## src/rtl/fetch_sequencer.sv

```systemverilog
// Instruction-fetch controller: owns the PC, sequences one-cycle registered memory
// reads, and presents fetched words through a 2-entry valid/ready queue.
module fetch_sequencer #(
    parameter logic [15:0] RESET_VECTOR = 16'h0000,
    parameter logic [3:0]  HALT_OPCODE  = 4'hF
) (
    input  logic        clk,
    input  logic        rst,
    output logic [15:0] programcounter,
    input  logic [15:0] mem_instr,
    output logic        ir_valid,
    input  logic        ir_ready,
    output logic [15:0] ir_instr,
    output logic [15:0] ir_pc,
    input  logic        branch_valid,
    input  logic [15:0] branch_target,
    output logic        halted,
    output logic [1:0]  dbg_state
);

    // Handshake: a word transfers on any clock edge where ir_valid && ir_ready;
    // ir_instr/ir_pc stay stable while ir_valid is high and ir_ready is low.
    typedef enum logic [1:0] {
        RUN     = 2'd0,
        HALTING = 2'd1,
        HALTED  = 2'd2
    } state_e;

    state_e      state_q, state_d;
    logic [15:0] fetch_pc_q, fetch_pc_d;
    logic        inflight_q, inflight_d;
    logic [15:0] inflight_pc_q, inflight_pc_d;
    logic [1:0]  count_q, count_d;
    logic [15:0] e0_instr_q, e0_instr_d, e0_pc_q, e0_pc_d;
    logic [15:0] e1_instr_q, e1_instr_d, e1_pc_q, e1_pc_d;

    logic       pop;
    logic       push;
    logic       issue;
    logic [2:0] occupancy;

    always_comb begin
        state_d       = state_q;
        fetch_pc_d    = fetch_pc_q;
        inflight_d    = 1'b0;
        inflight_pc_d = inflight_pc_q;
        count_d       = count_q;
        e0_instr_d    = e0_instr_q;
        e0_pc_d       = e0_pc_q;
        e1_instr_d    = e1_instr_q;
        e1_pc_d       = e1_pc_q;

        pop       = (count_q != 2'd0) && ir_ready;
        // Slots the queue will need after this edge, counting the word already in flight.
        occupancy = 3'(count_q) - 3'(pop) + 3'(inflight_q);
        issue     = (state_q == RUN) && !branch_valid && (occupancy < 3'd2);
        // Words arriving while halting are the ones fetched behind the halt word.
        push      = inflight_q && (state_q == RUN) && !branch_valid;

        if (branch_valid) begin
            count_d    = 2'd0;
            fetch_pc_d = {branch_target[15:1], 1'b0};
            state_d    = RUN;
        end else begin
            if (pop) begin
                e0_instr_d = e1_instr_q;
                e0_pc_d    = e1_pc_q;
                count_d    = count_q - 2'd1;
            end
            if (push) begin
                if (count_d == 2'd0) begin
                    e0_instr_d = mem_instr;
                    e0_pc_d    = inflight_pc_q;
                end else begin
                    e1_instr_d = mem_instr;
                    e1_pc_d    = inflight_pc_q;
                end
                count_d = count_d + 2'd1;
                if (mem_instr[15:12] == HALT_OPCODE) begin
                    state_d = HALTING;
                end
            end
            // Nothing is pushed while halting, so the last entry leaving is the halt word.
            if ((state_q == HALTING) && pop && (count_q == 2'd1)) begin
                state_d = HALTED;
            end
            if (issue) begin
                inflight_d    = 1'b1;
                inflight_pc_d = fetch_pc_q;
                fetch_pc_d    = fetch_pc_q + 16'd2;
            end
        end
    end

    always_ff @(posedge clk or negedge rst) begin
        if (!rst) begin
            state_q       <= RUN;
            fetch_pc_q    <= RESET_VECTOR;
            inflight_q    <= 1'b0;
            inflight_pc_q <= 16'h0000;
            count_q       <= 2'd0;
            e0_instr_q    <= 16'h0000;
            e0_pc_q       <= 16'h0000;
            e1_instr_q    <= 16'h0000;
            e1_pc_q       <= 16'h0000;
        end else begin
            state_q       <= state_d;
            fetch_pc_q    <= fetch_pc_d;
            inflight_q    <= inflight_d;
            inflight_pc_q <= inflight_pc_d;
            count_q       <= count_d;
            e0_instr_q    <= e0_instr_d;
            e0_pc_q       <= e0_pc_d;
            e1_instr_q    <= e1_instr_d;
            e1_pc_q       <= e1_pc_d;
        end
    end

    assign programcounter = fetch_pc_q;
    assign ir_valid       = (count_q != 2'd0);
    assign ir_instr       = e0_instr_q;
    assign ir_pc          = e0_pc_q;
    assign halted         = (state_q == HALTED);
    assign dbg_state      = state_q;

endmodule

```

## config.mk

```make
export PLATFORM = sky130hd
export DESIGN_NAME = fetch_sequencer
export DESIGN_NICKNAME = d
export VERILOG_FILES = /design/src/rtl/fetch_sequencer.sv
export SDC_FILE = /design/constraint.sdc
export NUM_CORES = 1
export LEC_CHECK = 0
export ABC_AREA = 1
export BUFFER_PORTS_ARGS = -buffer_cell sky130_fd_sc_hd__buf_2
export CELL_PAD_IN_SITES_DETAIL_PLACEMENT = 1
export CELL_PAD_IN_SITES_GLOBAL_PLACEMENT = 1
export CORE_ASPECT_RATIO = 1.4
export CORE_MARGIN = 2
export CORE_UTILIZATION = 30
export CTS_BUF_LIST = sky130_fd_sc_hd__clkbuf_8
export DETAILED_ROUTE_END_ITERATION = 16
export PLACE_DENSITY = 0.65
export REMOVE_ABC_BUFFERS = 1
export SYNTH_ARGS = -nofsm -noshare
export SYNTH_HDL_FRONTEND = slang
export SYNTH_SLANG_ARGS = --single-unit
```

## constraint.sdc

```tcl
create_clock -name clk -period 7.1 [get_ports clk]
set_input_delay 1.42 -clock clk [delete_from_list [all_inputs] [get_ports clk]]
set_output_delay 1.42 -clock clk [all_outputs]
set_load 0.02 [all_outputs]
```

==> out/metrics.yaml <==
outcome: "finished clean"
cts-buffers-inserted: 9
crit_arrival_ns: 3.78
layout.nets: 746
fin_setup_tns_ns: 0
crit_top_cell: "nand2_1"
track_usage_pct: 16.2
drc: 0
pwr-share-comb_pct: 43.2
hold_viol: 0
viasPerCell: 4.78
ys_seq_area_share_pct: 49.7
drtIter0Drc: 187
fin_crit_sh_pct: 49.9
cts_hold_buf: 0
p_int_w: 0.00139
holdPathStages: 2
worst-path-buf-inv: 4
final_cell_mix: "nand2_1, dfrtp_1, buf_2"
hpwl_um: 9330
clock-root-buffer: "clkbuf_8"
first_pass_iters: 4
wl_met2_um: 7430
cts_tree: "yes"
worstReg2RegEnd: "programcounter[2]"
synth.avg_cell_area_um2: 7.78
top_layer: "met4"
wirelength_um: 13600
layout_commonest_cell: "nand2_1"
rows: 55
grt_start_max_net_pins: 67
syn-cell-area_um2: 4940
slowest_delay_ns: 0.51
cpLargestDelayFamily: "simple AND/OR/NAND/NOR gates"
startpoint_type: "primary input"
clkTransAtPathRegs_ns: 0.09
setup_viol: 0
diodes: 0
p_leak_nw: 2.89
peakVddDrop_uv: 145
powerDensity_nw_per_um2: 439
rr_worst_depth: 14
ant_nets: 0
gr-total-overflow: 0
clock.fmax_mhz: 282
critPathMaxFanout: 43
hold_end: "ir_pc[0]"
post_cts_buffers: 0
drive_gt1_share_pct: 16.7
ff2ff_setup_slack_ns: 3.98
met1_length_um: 5680
io_buffers: 85
hold_class: "reg2reg"
cp_cell_sequence: "buf_2, inv_1, nor2_1, ha_1, inv_1, nand2_1, fa_1, nand2_2, nor2_4, nand2_4, inv_4, nor2_1, nand2_1, nand2_1"
dieArea_um2: 17500
syn_to_final_growth_pct: 14.7
min-delay-start: "ir_pc[0]"
slew_viol_final: 0
path_class: "in2reg"
seq_area_um2: 2450
worstPathRequired_ns: 7.34
start_util_pct: 30.5
post_cts_resize_count: 0
pwr-share-seq_pct: 40.6
synth_seq_cells: 98
antenna_found_initial: 0
p_sw_share_pct: 44.2
slew_headroom_pct: 43.6
cts_sinks: 98
place.gp.congestion: 0.795
synth.distinct_cells: 30
wl_per_cell_um: 15.0
io_pins: 88
cp_slowest_cell: "fa_1"
first_global_vias: 4620
core-area_um2: 16200
die_w_um: 112
num_vias: 4334
grt_pass1_wl_um: 22800
clkPwrFrac_pct: 16.3
dr_wl_met3_um: 354
die_h_um: 156
cts.htree.levels: 3
fill_cells: 2054
synth_cells: 635
insertion_delay_ns: 0.36
clk_path_buf_depth: 2
reg2reg_from: "count_q[1]"
fin_util_pct: 35.0
tightestPinTransition_ns: 0.846
rsz0062_at_grt: "false"
min_period_ns: 3.54
skew_ns: 0.00889
ys_warn_count: 0
power.switching_w: 0.00110
endpoint_kind: "register"
drv_cap: 0
multi_input_area_um2: 2030
-- power by group through the flow --
stage	Combinational, W	Clock, W	Sequential, W
final	0.00107	0.000404	0.00101
after floorplan	0.000587	0	0.00113
after global placement	0.00105	0	0.00101
after CTS	0.00110	0.000421	0.00101
after global routing	0.00123	0.000449	0.00105
after detailed placement	0.00110	0	0.00102
-- registers in the layout, summed over array words and instances, names as in the netlist --
name            cells
inflight_pc_q      15
dbg_state           2
e1_instr_q         16
ir_instr           16
programcounter     15
inflight_q          1
ir_pc              16
count_q             2
e1_pc_q            15
-- metal layers --
layer | vias up | track usage, %
li1 | 2127 | -
met1 | 2135 | 18.8
met4 | 0 | 4.53
met3 | 7 | 2.29
met2 | 65 | 30.8
met5 | - | 0
-- cell families (layout without fill, tap and decap cells) --
group                    count (synthesis)  after routing  share of synthesized area, %
buffers and inverters                   98            171                          9.25
other                                    1              1                        0.0759
AND/OR/NAND/NOR                        359            359                          31.1
AO/OA/AOI/OAI                           72             72                          8.06
flip-flops                              98             98                          49.7
adder cells (fa/ha/maj)                  6              6                          1.67
XOR/XNOR                                 1              1                         0.177
-- worst max-delay path by stage --
stage / cells after the start / end / startpoint
final: 14 / programcounter[2] / ir_ready
after floorplan: 9 / ir_instr[0] / ir_ready
after CTS: 14 / programcounter[2] / ir_ready
after global routing: 14 / programcounter[2] / ir_ready
after global placement: 8 / ir_instr[14] / branch_valid
after detailed placement: 14 / programcounter[2] / ir_ready
-- cell type report --
class,instances,share of cell area [%]
flip-flops and latches,98,43.3
multi-input cells,439,35.9
repair buffers,88,7.95
inverters,68,4.60
well taps,199,4.40
clock buffers,11,2.67
clock inverters,4,1.19
-- cell usage after synthesis, drive strengths merged --
cell | number | share of area [%]
nor2 | 59 | 4.9
buf | 24 | 3.5
o21ai | 56 | 5.7
a21boi | 1 | 0.15
fa | 1 | 0.41
clkinv | 1 | 0.076
clkbuf | 6 | 0.46
nand3 | 76 | 7.8
o211ai | 1 | 0.15
xnor2 | 1 | 0.18
conb | 1 | 0.076
o21a | 13 | 2.0
ha | 5 | 1.3
nand4 | 8 | 1.3
nand2 | 215 | 17
dfrtp | 98 | 50
a21oi | 1 | 0.10
inv | 67 | 5.2
nand3b | 1 | 0.15
-- tightest hold or removal path, cell delays in order, from the launching register on --
cell and delay [ns]:
dfrtp_1 0.38, inv_1 0.05, nor2_1 0.04
-- through the flow --
stage / setup WS [ns] / power [W] / cell area [um2] / instances / hold WS, ns
finish: 3.56 / 0.00249 / 5660 / 907 / 0.493
global route: 3.34 / 0.00272 / 5660 / 907 / 0.511
CTS: 3.56 / 0.00253 / 5660 / 907 / 0.498
detailed placement: 3.17 / 0.00212 / 5440 / 892 / 0.481
global placement: 3.24 / 0.00206 / 5440 / 892 / 0.471
floorplan: 3.66 / 0.00172 / 4740 / 605 / 0.453
Note: power is estimated with default switching activity, not from simulation.
